--- src/rtl/stp_sr_ctrl.sv ---
// Handshake controller for a serial-to-parallel hash-word register: gathers NUM_WORDS words into a block.
// It holds the block until block_ack. The optional fill watchdog is built when STP_SR_CTRL_TIMEOUT_EN is defined.
module stp_sr_ctrl #(
    parameter int NUM_WORDS      = 8,
    parameter int TIMEOUT_CYCLES = 1024
) (
    input  logic        clk,
    input  logic        n_rst,
    input  logic        in_valid,
    output logic        in_ready,
    output logic        shift_enable,
    input  logic        abort,
    output logic        block_valid,
    input  logic        block_ack,
    output logic [7:0]  word_count,
    output logic [15:0] block_count,
    output logic        timeout_err
);

    if (NUM_WORDS < 1 || NUM_WORDS > 255) begin : g_badNumWords
        $error("stp_sr_ctrl: NUM_WORDS must be within 1..255");
    end
    if (TIMEOUT_CYCLES < 1 || TIMEOUT_CYCLES > 65535) begin : g_badTimeout
        $error("stp_sr_ctrl: TIMEOUT_CYCLES must be within 1..65535");
    end

    localparam logic [7:0] LastWord = 8'(NUM_WORDS);

    typedef enum logic [1:0] {
        IDLE = 2'd0,
        FILL = 2'd1,
        FULL = 2'd2
    } state_t;

    state_t      state_q, state_d;
    logic [7:0]  wordCount_q, wordCount_d;
    logic [15:0] blockCount_q, blockCount_d;
    logic        accept;
    logic        wdFire;

    assign in_ready    = (state_q != FULL);
    assign block_valid = (state_q == FULL);
    assign accept      = in_valid & in_ready & ~abort;
    // The serial register must never see a shift while reset is held, even though in_ready reads 1.
    assign shift_enable = accept & n_rst;

    always_comb begin
        state_d      = state_q;
        wordCount_d  = wordCount_q;
        blockCount_d = blockCount_q;
        case (state_q)
            IDLE, FILL: begin
                if (wdFire || abort) begin
                    state_d     = IDLE;
                    wordCount_d = 8'd0;
                end else if (accept) begin
                    wordCount_d = wordCount_q + 8'd1;
                    state_d     = (wordCount_q + 8'd1 == LastWord) ? FULL : FILL;
                end
            end
            FULL: begin
                // An acknowledge wins over a simultaneous abort, so the block is counted as delivered.
                if (block_ack) begin
                    state_d      = IDLE;
                    wordCount_d  = 8'd0;
                    blockCount_d = blockCount_q + 16'd1;
                end else if (abort) begin
                    state_d     = IDLE;
                    wordCount_d = 8'd0;
                end
            end
            default: begin
                state_d     = IDLE;
                wordCount_d = 8'd0;
            end
        endcase
    end

    always_ff @(posedge clk or negedge n_rst) begin
        if (!n_rst) begin
            state_q      <= IDLE;
            wordCount_q  <= 8'd0;
            blockCount_q <= 16'd0;
        end else begin
            state_q      <= state_d;
            wordCount_q  <= wordCount_d;
            blockCount_q <= blockCount_d;
        end
    end

    assign word_count  = wordCount_q;
    assign block_count = blockCount_q;

`ifdef STP_SR_CTRL_TIMEOUT_EN
    localparam logic [15:0] WdLimit = 16'(TIMEOUT_CYCLES - 1);

    logic [15:0] wdCount_q, wdCount_d;
    logic        timeoutErr_q;

    // Fires in the cycle whose edge would bring the idle count up to TIMEOUT_CYCLES.
    assign wdFire = (state_q == FILL) && !accept && (wdCount_q == WdLimit);

    always_comb begin
        wdCount_d = wdCount_q + 16'd1;
        if (state_d != FILL || accept) begin
            wdCount_d = 16'd0;
        end
    end

    always_ff @(posedge clk or negedge n_rst) begin
        if (!n_rst) begin
            wdCount_q    <= 16'd0;
            timeoutErr_q <= 1'b0;
        end else begin
            wdCount_q    <= wdCount_d;
            timeoutErr_q <= wdFire;
        end
    end

    assign timeout_err = timeoutErr_q;
`else
    assign wdFire      = 1'b0;
    assign timeout_err = 1'b0;
`endif

endmodule

--- config.mk ---
export PLATFORM = sky130hd
export DESIGN_NAME = stp_sr_ctrl
export DESIGN_NICKNAME = d
export VERILOG_FILES = /design/src/rtl/stp_sr_ctrl.sv
export SDC_FILE = /design/constraint.sdc
export NUM_CORES = 1
export LEC_CHECK = 0
export ABC_AREA = 1
export BUFFER_PORTS_ARGS = -buffer_cell sky130_fd_sc_hd__buf_2
export CORE_ASPECT_RATIO = 1.25
export CORE_UTILIZATION = 48
export DETAILED_ROUTE_END_ITERATION = 8
export PLACE_DENSITY = 0.75
export SLEW_MARGIN = 0
export SYNTH_ARGS = -nofsm -noshare
export SYNTH_HDL_FRONTEND = slang
export SYNTH_SLANG_ARGS = --single-unit
--- constraint.sdc ---
create_clock -name clk -period 1.39 [get_ports clk]
set_input_delay 0.139 -clock clk [delete_from_list [all_inputs] [get_ports clk]]
set_output_delay 0.139 -clock clk [all_outputs]
set_load 0.1 [all_outputs]
# Word-level counts from Yosys, hierarchy flattened
# Index checks and enable logic that the tools add are counted.
[totals] input_bits=5 output_inout_bits=28 reg_bits=26 elab_cells=30
[classes] addsub=2 reduce_logical=4 muxes=11 bitwise_logic=4 eq_ne=6
[op_table] operator="8-bit 2-to-1 mux" n=4
[op_table] operator="16-bit by 1-bit adder with 16-bit output (second input constant)" n=1
[op_table] operator="8-bit one-hot mux with 2 select lines" n=1
[op_table] operator="2-bit 2-to-1 mux" n=5
[op_table] operator="8-bit by 1-bit adder with 8-bit output (second input constant)" n=1
[op_table] operator="8-bit by 4-bit == test with 1-bit output (second input constant)" n=1
[op_table] operator="2-bit one-hot mux with 2 select lines" n=1
[op_table] operator="2-bit AND reduction" n=2
[op_table] operator="1-bit bitwise AND" n=3
[op_table] operator="3-bit by 2-bit != test with 1-bit output (second input constant)" n=1
[op_table] operator="3-bit != test (second input constant)" n=1
[op_table] operator="2-bit by 1-bit == test with 1-bit output (second input constant)" n=1
[op_table] operator="2-bit == test (second input constant)" n=1
[op_table] operator="2-bit logical NOT" n=1
[op_table] operator="2-bit != test (second input constant)" n=1
[op_table] operator="2-bit OR reduction" n=1
[op_table] operator="1-bit inverter" n=1

# Depth between registers and ports, before layout
# Gate-level depths: netlist of the first run.
[logic_depth] depth_word=6 mapped_depth=9

# Worst setup path before layout of the first run
# No wires, ideal clock.
[synth_path] path_kind="reg-to-reg" from="register wordCount_q[0] (netlist: word_count[0])" to="register state_q[0]" synth_period_minus_slack_ps=2072 arrival_time_ps=1956 slack_ps=-682 t_required_ps=1273 path_stages_with_launch=9 path_cell_list="dfrtp_1 ha_1 nand3_1 o21ai_0 nand2_1 nor2_1 nand3_1 nand2_1 nand2_1"
[synth_between] elab_chain_cells=6
[synth_lines] item="from (decl)" line="36" text="logic [7:0] wordCount_q, wordCount_d;"
[synth_lines] item="from (signal assigned)" line="86" text="wordCount_q <= wordCount_d;"
[synth_lines] item="8-bit by 1-bit adder with 8-bit output" line="58" text="state_d = (wordCount_q + 8'd1 == LastWord) ? FULL : FILL;"
[synth_lines] item="8-bit by 4-bit == test with 1-bit output" line="58"
[synth_lines] item="2-bit 2-to-1 mux" line="58"
[synth_lines] item="2-bit 2-to-1 mux" line="56" text="end else if (accept) begin"
[synth_lines] item="2-bit 2-to-1 mux" line="53" text="if (wdFire || abort) begin"
[synth_lines] item="2-bit one-hot mux with 2 select lines" line="51" text="case (state_q)"
[synth_lines] item="to (signal assigned)" line="85" text="state_q <= state_d;"
[synth_lines] item="to (decl)" line="35" text="state_t state_q, state_d;"
# No other way between the ends. The select of a mux whose other input is x is not followed.
# A chain may end at the register's enable or synchronous reset.

# Worst setup path after layout of the first run
[layout_path] from="register state_q[1]" to="output shift_enable"
[layout_between] elab_chain_cells=4
[layout_lines] item="2-bit != test" line="41" text="assign in_ready = (state_q != FULL);"
[layout_lines] item="1-bit bitwise AND (2 in a row)" line="43" text="assign accept = in_valid & in_ready & ~abort;"
[layout_lines] item="1-bit bitwise AND" line="45" text="assign shift_enable = accept & n_rst;"
[layout_lines] item="to (decl)" line="11" text="output logic shift_enable,"
# No other way between the ends.

==> results of run 1 <==
==> routing by layer <==
layer | vias to the layer above | share of wire (%)
met1 | 662 | 41
li1 | 679 | -
met4 | 0 | 1.4
met5 | - | 0
met3 | 6 | 2.6
met2 | 27 | 55
==> through the flow <==
| step | worst slack, ns | power [mW] | instance area, um^2 | hold slack, ns |
|---|---|---|---|---|
| finish | -0.0184 | 1.45 | 2070 | 0.168 |
| global route | -0.0812 | 1.50 | 2070 | 0.165 |
| CTS | -0.0265 | 1.45 | 1950 | 0.136 |
| detailed placement | -0.0603 | 0.920 | 1850 | 0.216 |
| global placement | -0.0269 | 0.919 | 1850 | 0.213 |
| floorplan | -0.363 | 0.871 | 1570 | -0.157 |
==> worst max-delay path by stage <==
| stage | from | to | slack [ns] | cells after the start |
|---|---|---|---|---|
| after floorplan | state_q[0] | block_count[8] | -0.36 | 8 |
| final | state_q[1] | shift_enable | -0.02 | 5 |
| after CTS | state_q[1] | shift_enable | -0.03 | 5 |
| after global placement | word_count[1] | state_q[0] | -0.03 | 9 |
| after global routing | state_q[1] | shift_enable | -0.08 | 5 |
| after detailed placement | word_count[1] | state_q[0] | -0.06 | 9 |
==> cell type report <==
class | count | area, um^2 | area share [%]
flip-flops and latches | 26 | 718 | 34.6
inverters | 24 | 90.1 | 4.35
repair buffers | 43 | 343 | 16.5
clock buffers | 3 | 22.5 | 1.09
well taps | 36 | 45.0 | 2.17
multi-input cells | 134 | 825 | 39.8
clock inverters | 1 | 30.0 | 1.45
==> sequential cells by signal, summed over array words and instances (netlist names) <==
register and count:
word_count 8, block_count 16, state_q 2
==> power groups by stage <==
stage	combinational (mW)	clock, mW	sequential, mW
2_1_floorplan	0.0434	0	0.827
3_3_place_gp	0.131	0	0.788
3_5_place_dp	0.131	0	0.789
4_1_cts	0.139	0.540	0.776
5_1_grt	0.158	0.569	0.777
6_report	0.147	0.529	0.775
==> cells in the final DEF (no fill, tap or decap), types with 3 or more instances in the layout <==
master / count
buf_12: 3
buf_2: 11
buf_4: 10
clkbuf_4: 19
dfrtp_1: 4
dfrtp_2: 6
dfrtp_4: 16
inv_1: 19
inv_2: 5
nand2_1: 51
nand2_2: 5
nand3_1: 11
nand3_2: 3
nand4_1: 7
nor2_1: 11
nor2_4: 7
o21ai_0: 6
xnor2_1: 3
xor2_1: 9
==> worst register-to-register path: stages (launching register included) <==
cell	delay [ns]
dfrtp_4	0.54
ha_4	0.18
nand3_2	0.08
nor2_1	0.05
nand2_1	0.07
nand2_2	0.08
nor2_4	0.12
nand3_1	0.07
nand2_1	0.07
nand2_1	0.05
==> timing repair <==
| action | 4_1_cts | 5_1_grt |
|---|---|---|
| cloned | 0 | 0 |
| gates resized for setup | 8 | 33 |
| pin swaps | 2 | 8 |
| hold buffers | 1 | 0 |
| endpoints found under the hold margin | 26 | 0 |
| setup buffers | 1 | 4 |
| setup endpoints to repair | 5 | 31 |
==> cells by family (layout without fill, tap and decap cells) <==
family                   after synthesis  count (layout)  share of synthesized area, %
XOR/XNOR                              12              12                          7.13
adder cells (fa/ha/maj)                2               2                          1.70
buffers and inverters                 25              71                          6.62
AO/OA/AOI/OAI                         11              11                          4.25
flip-flops                            26              26                          44.1
other                                  1               1                         0.254
AND/OR/NAND/NOR                      108             108                          35.9
==> metrics.md, run 1 <==
| Metric | Value |
|---|---|
| Status | `complete, but fails checks` |
| Failing checks | `negative setup slack` |
| Placed wire-length estimate | `2.51 mm` |
| Sequential element share of the synthesized area | `44.1%` |
| Clock Latency Late Sink | `0.32 ns` |
| Synth top area share | `44.1%` |
| Layout cell share with drive strength beyond 1 | `43.3%` |
| WP buf/inv | `3` |
| CP max FO | `3` |
| Clock power share | `36.4%` |
| Setup TNS | `-0.0247 ns` |
| Cell taking the most area after synthesis | `dfrtp_1` |
| Post-synthesis average cell area | `7.97 um^2` |
| Placed cells | `257` |
| Critical path type | `flip-flop to output port` |
| Layout net count | `239` |
| Die height | `64.0 um` |
| Reg power frac | `53.4%` |
| Most frequent cells after synthesis | `nand2_1 (55), dfrtp_1 (26), inv_1 (23)` |
| Clk_skew | `0.00938 ns` |
| Ys Warns | `0` |
| GRT met1 Usage | `27.5%` |
| Largest stage delay, worst path | `0.40 ns` |
| Met3 global-route usage | `2.14%` |
| Top cells by area, synth | `dfrtp_1 (44%), nand2_1 (14%), inv_1 (5.9%), xor2_1 (5.3%), nand3_1 (4.8%)` |
| Fin util | `71.1%` |
| Met2 Use GR | `44.2%` |
| Root buffer cell | `clkbuf_4` |
| Tot GR Track Use | `23.6%` |
| Worst Setup Start Kind | `flip-flop` |
| WHS Endpoint | `state_q[1]` |
| GR peak layer | `met2` |
| Hold path cells | `4` |
| Most used cell, CP | `nor2_4` |
| Worst min-delay path startpoint | `abort` |
| Post-Syn Area | `0.00147 mm^2` |
| CTS clock-pin slew for the worst setup and hold paths | `0.14 ns` |
| Fin worst setup slack | `-0.0184 ns` |
| Sw power | `352 uW` |
| Most frequent cell after synthesis | `nand2_1` |
| CTS Sinks | `26` |
| Slowest cell on the critical path | `dfrtp_1` |
| Reg2Reg Setup Slack | `0.01 ns` |
| Synth Flop Type | `dfrtp_1` |
| Worst R2R Path Depth | `9` |
| FF-to-FF End | `state_q[0]` |
| Yosys reg bits | `26` |
| Die area | `0.00330 mm^2` |
| Worst path arrival time | `1.27 ns` |
| Detail Route Antenna Nets | `0` |
| Ports | `33` |
| 1st-iter DRT viols | `30` |
| Remaining Overflow, GRT | `0` |
| Row cnt | `22` |
| Wire length of the first global-routing pass | `5.89 mm` |
| Post-synth net total | `192` |
| Final wirelength | `3.49 mm` |
| Hold crit path type | `input port to flip-flop` |
| Final Cycle Share | `101%` |
| Post-synth cell types | `24` |
| Net Sw Frac | `24.3%` |
| Finish-stage setup viols | `2` |
| Crit path time final | `1.41 ns` |
| Max-cap check violation count | `0` |
| Non-Filler Instances | `267` |
| Chip Width | `51.6 um` |
| Vias in the first global route | `1353` |
| Setup crit end kind | `output port` |
| Pins over their slew limit | `0` |
| Initial Util | `50.5%` |
| Max Freq | `710 MHz` |
| R2r startpoint | `word_count[1]` |
| Power Internal | `1.10 mW` |
| Htree depth | `1` |
| Largest net degree at the start of global routing | `27` |
| EDFF count, synth | `0` |
| CORE AREA | `0.00292 mm^2` |
| Critical-path cell list | `inv_2, nor2_4, buf_6, nor2_4, buf_12` |
| RSZ-0062 raised after global routing | `true` |
| TritonCTS clock tree | `yes` |
| Worst Path Required | `1.25 ns` |
| Via count | `1374` |
| Critical path's top delay family | `flip-flops` |
| Endpoints failing hold | `0` |
| Vias per cell | `5.15` |
| Lkg Pwr | `0.997 nW` |
| Avg WL per Cell | `13.1 um` |
| Layout fillers | `235` |
| Initial antenna violation count | `0` |
| Port bufs | `31` |
| Power density cells | `700 mW/mm^2` |
| Diode count | `0` |
| Fraction of registers with async set/reset | `100%` |
| Layout area overhead | `40.7%` |
| Post-Synthesis Cells | `185` |
| Max VDD drop | `646 uV` |
| TritonCTS buffer count | `3` |
| Drt drc | `0` |
| Pre-antenna DRT Iters | `4` |
| Routability congestion estimate | `0.850` |
| Maximum buffer depth of the clock tree | `2` |
| Comb power frac | `10.1%` |
Power figures use the tool's default switching activity.
==> run 2, diff against run 1 <==
--- a/config.mk
+++ b/config.mk
@@ -11,6 +11,7 @@
 export CORE_UTILIZATION = 48
 export DETAILED_ROUTE_END_ITERATION = 8
 export PLACE_DENSITY = 0.75
+export SETUP_SLACK_MARGIN = 0.15
 export SLEW_MARGIN = 0
 export SYNTH_ARGS = -nofsm -noshare
 export SYNTH_HDL_FRONTEND = slang
==> constraint.sdc (replaced) <==
create_clock -name clk -period 1.2 [get_ports clk]
set_input_delay 0.12 -clock clk [delete_from_list [all_inputs] [get_ports clk]]
set_output_delay 0.12 -clock clk [all_outputs]
set_load 0.1 [all_outputs]
==> run 2 against run 1 <==
Against the previous run:
- the flow now stops in clock tree synthesis (4_1_cts)
- synthesized cell count unchanged
- synthesized area stayed put
==> metrics.md, run 2 <==
| Metric | Value |
|---|---|
| Status | `did not finish (was complete, but fails checks)` |
| Last stage | `clock tree synthesis (4_1_cts)` |
| Tool error | `[ERROR DPL-0033] detailed placement checks failed during check placement.` |
| EDFF count, synth | `0 (unchanged)` |
| Fraction of registers with async set/reset | `100% (unchanged)` |
| Post-Syn Area | `0.00147 mm^2 (unchanged)` |
| Post-cts resize count | `89 (was 8)` |
| CTS Sinks | `26 (unchanged)` |
| Most frequent cells after synthesis | `nand2_1 (55), dfrtp_1 (26), inv_1 (23) (unchanged)` |
| Cell taking the most area after synthesis | `dfrtp_1 (unchanged)` |
| Post-synthesis average cell area | `7.97 um^2 (unchanged)` |
| Cts hold-fix bufs | `1 (unchanged)` |
| Post-synthesis simple-gate area fraction | `35.9% (unchanged)` |
| Placed wire-length estimate | `3.26 mm (was 2.51 mm)` |
| Initial Util | `50.5% (unchanged)` |
| Yosys reg bits | `26 (unchanged)` |
| Adder-Cell Fraction of Synth Area | `1.70% (unchanged)` |
| Maximum buffer depth of the clock tree | `2 (unchanged)` |
| Post-CTS setup buffers | `17 (was 1)` |
| Largest family of logic cells by synthesized area | `simple AND/OR/NAND/NOR gates (unchanged)` |
| Synth top area share | `44.1% (unchanged)` |
| TritonCTS buffer count | `3 (unchanged)` |
| Top cells by area, synth | `dfrtp_1 (44%), nand2_1 (14%), inv_1 (5.9%), xor2_1 (5.3%), nand3_1 (4.8%) (unchanged)` |
| Sequential element share of the synthesized area | `44.1% (unchanged)` |
| Post-synth cell types | `24 (unchanged)` |
| Ys Warns | `0 (unchanged)` |
| Complex-gate fraction of the synthesized area | `4.24% (unchanged)` |
| Mux contribution to synthesized area | `0% (unchanged)` |
| Die height | `64.0 um (unchanged)` |
| Synth Flop Type | `dfrtp_1 (unchanged)` |
| Post-synth net total | `192 (unchanged)` |
| Ports | `33 (unchanged)` |
| Chip Width | `51.6 um (unchanged)` |
| Post-Synthesis Cells | `185 (unchanged)` |
| Most frequent cell after synthesis | `nand2_1 (unchanged)` |
| Row cnt | `22 (unchanged)` |
| Htree depth | `1 (unchanged)` |
| XOR/XNOR Fraction of Synth Area | `7.13% (unchanged)` |
| Port bufs | `31 (unchanged)` |
| Root buffer cell | `clkbuf_4 (unchanged)` |
| Routability congestion estimate | `0.950 (was 0.850)` |
run 2: cell counts after synthesis:
Identical to the previous run, type by type.
run 2: kinds of logic after synthesis:
| family | count (synthesis) |
|---|---|
| other | 1 |
| buffers and inverters | 25 |
| adders and majority gates | 2 |
| DFF | 26 |
| AOI/OAI and AO/OA | 11 |
| and+or+nand+nor | 108 |
| xor gates and xnor gates | 12 |
run 2: through the flow:
step	area, um^2	setup WS (ns)	hold WS [ns]	cells
after global placement	2410	-0.188	0.201	284
after detailed placement	2410	-0.249	0.200	284
after floorplan	1570	-0.553	-0.176	185
==> run 3, diff against run 2 <==
--- a/config.mk
+++ b/config.mk
@@ -7,11 +7,9 @@
 export LEC_CHECK = 0
 export ABC_AREA = 1
 export BUFFER_PORTS_ARGS = -buffer_cell sky130_fd_sc_hd__buf_2
-export CORE_ASPECT_RATIO = 1.25
-export CORE_UTILIZATION = 48
+export CORE_UTILIZATION = 40
 export DETAILED_ROUTE_END_ITERATION = 8
-export PLACE_DENSITY = 0.75
-export SETUP_SLACK_MARGIN = 0.15
+export PLACE_DENSITY_LB_ADDON = 0.15
 export SLEW_MARGIN = 0
 export SYNTH_ARGS = -nofsm -noshare
 export SYNTH_HDL_FRONTEND = slang
==> constraint.sdc (replaced) <==
create_clock -name clk -period 1.6 [get_ports clk]
set_input_delay 0.16 -clock clk [delete_from_list [all_inputs] [get_ports clk]]
set_output_delay 0.16 -clock clk [all_outputs]
set_load 0.1 [all_outputs]
==> run 3 against run 2 <==
Against the previous run:
- the run now ends clean
==> metrics.md, run 3 (synthesis gave the netlist of run 1 again) <==
| Metric | Value |
|---|---|
| Drt drc | `0` |
| Final Cycle Share | `94.5%` |
| Layout area overhead | `22.3%` |
| Finish-stage setup viols | `0` |
| Diode count | `0` |
| CP max FO | `5` |
| CTS clock-pin slew for the worst setup and hold paths | `0.10 ns` |
| Lkg Pwr | `0.929 nW` |
| CTS Sinks | `26 (unchanged)` |
| Detail Route Antenna Nets | `0` |
| Comb power frac | `8.7%` |
| Status | `completed (was did not finish)` |
| Placed wire-length estimate | `2.35 mm (was 3.26 mm)` |
| Commonest non-fill, non-tap cell in the layout | `nand2_1` |
| Power density cells | `674 mW/mm^2` |
| Worst R2R Path Depth | `7` |
| Worst path arrival time | `1.35 ns` |
| Initial antenna violation count | `0` |
| Routability congestion estimate | `0.805 (was 0.950)` |
| Clock power share | `36.1%` |
| WP buf/inv | `1` |
| Most frequent cells in the layout | `nand2_1 (55), buf_2 (30), inv_1 (23), dfrtp_2 (19)` |
| Largest stage delay, worst path | `0.46 ns` |
| Root buffer cell | `clkbuf_8 (was clkbuf_4)` |
| Pins over their slew limit | `0` |
| Worst min-delay path startpoint | `abort` |
| Ports | `33 (unchanged)` |
| Hold crit path type | `input port to flip-flop` |
| FF-to-FF End | `block_count[10]` |
| TritonCTS clock tree | `yes` |
| Reg power frac | `55.2%` |
| Largest net degree at the start of global routing | `27` |
| Max-cap check violation count | `0` |
| Max reg flops | `16` |
| Critical path type | `flip-flop to output port` |
| Net Sw Frac | `25.5%` |
| Vias per cell | `4.83` |
| Worst slack, placed | `0.166 ns (was -0.249 ns)` |
| Port bufs | `31 (unchanged)` |
| Post-CTS setup buffers | `0 (was 17)` |
| WHS Endpoint | `state_q[1]` |
| Critical path's top delay family | `buffers and inverters` |
| Clk_skew | `0.00184 ns` |
| Via count | `1290` |
| RSZ-0062 raised after global routing | `false` |
| Slowest cell on the critical path | `buf_2` |
| Maximum buffer depth of the clock tree | `2 (unchanged)` |
| R2r startpoint | `state_q[0]` |
| Htree depth | `1 (unchanged)` |
| Max VDD drop | `302 uV` |
| Clock Latency Late Sink | `0.27 ns` |
| TritonCTS buffer count | `3 (unchanged)` |
| Critical-path cell list | `nor2_4, buf_2` |
| Worst Path Required | `1.44 ns` |
| Initial Util | `42.8% (was 50.5%)` |
| Worst hold slack | `0.195 ns` |
| Max Freq | `661 MHz` |
| Reg2Reg Setup Slack | `0.15 ns` |
| Die height | `62.7 um (was 64.0 um)` |
| Die area | `0.00393 mm^2` |
| Final wirelength | `3.02 mm` |
| Crit path time final | `1.51 ns` |
| Power Internal | `905 uW` |
| Layout cell share with drive strength beyond 1 | `31.7%` |
| Setup crit end kind | `output port` |
| Tot GR Track Use | `17.1%` |
| Chip Width | `62.7 um (was 51.6 um)` |
| Endpoints failing hold | `0` |
| Pre-antenna DRT Iters | `4` |
| Row cnt | `21 (was 22)` |
| CP startpoint | `state_q[0]` |
| CORE AREA | `0.00344 mm^2` |
| Vias in the first global route | `1199` |
| Fin worst setup slack | `0.0875 ns` |
| Layout net count | `229` |
| Worst Setup Start Kind | `flip-flop` |
| 1st-iter DRT viols | `55` |
| Remaining Overflow, GRT | `0` |
| Wire length of the first global-routing pass | `5.31 mm` |
| Sw power | `310 uW` |
| Hold path cells | `4` |
| Avg WL per Cell | `11.3 um` |
[run 3: layout make-up]
type	count	area, um^2
clock buffers	4	55.1
fillers	363	1640
inverters	24	90.1
multi-input cells	134	731
flip-flops and latches	26	682
well taps	46	57.6
repair buffers	33	188
[run 3: metal layers]
| metal | wire, um | vias to the layer above | part of all wire [%] | global-route usage (%) |
|---|---|---|---|---|
| met4 | 23 | 0 | 0.76 | 5.81 |
| met3 | 210 | 2 | 7.0 | 3.28 |
| met1 | 1530 | 585 | 51 | 24.7 |
| li1 | - | 656 | - | - |
| met2 | 1260 | 47 | 42 | 25.3 |
| met5 | 0 | - | 0 | 0 |
[run 3: power by group through the flow]
stage | Combinational [mW] | Clock (mW) | Sequential (mW)
after floorplan | 0.0378 | 0 | 0.715
after detailed placement | 0.106 | 0 | 0.685
after global placement | 0.105 | 0 | 0.684
after CTS | 0.108 | 0.447 | 0.672
after global routing | 0.114 | 0.471 | 0.673
final | 0.106 | 0.438 | 0.671
[run 3: stage by stage]
stage / cell area, um^2 / setup TNS (ns) / power [mW] / util, % / cells
3_3_place_gp: 1740 / 0 / 0.789 / 50.5 / 262
6_report: 1800 / 0 / 1.22 / 52.4 / 267
4_1_cts: 1800 / 0 / 1.23 / 52.4 / 267
5_1_grt: 1800 / 0 / 1.26 / 52.4 / 267
2_1_floorplan: 1510 / -1.63 / 0.753 / - / 185
3_5_place_dp: 1740 / 0 / 0.790 / 50.5 / 262
[run 3: how the worst max path moves through the flow]
stage / endpoint / slack, ns / cells past startpoint
2_1_floorplan: block_count[8] / -0.23 / 8
3_3_place_gp: block_count[10] / 0.18 / 7
3_5_place_dp: block_count[10] / 0.17 / 7
4_1_cts: block_valid / 0.07 / 2
5_1_grt: state_q[0] / 0.03 / 8
6_report: block_valid / 0.09 / 2
[run 3: timing repair]
action / 4_1_cts / 5_1_grt
resized for setup: 0 / 1
endpoints found under the hold margin: 26 / 0
hold buffers: 1 / 0
setup endpoints to repair: 0 / 1
[run 3: tightest hold or removal path: stages]
cell and delay (ns):
buf_2 0.08, nor2_1 0.04, nand2_1 0.09, nand2_1 0.06
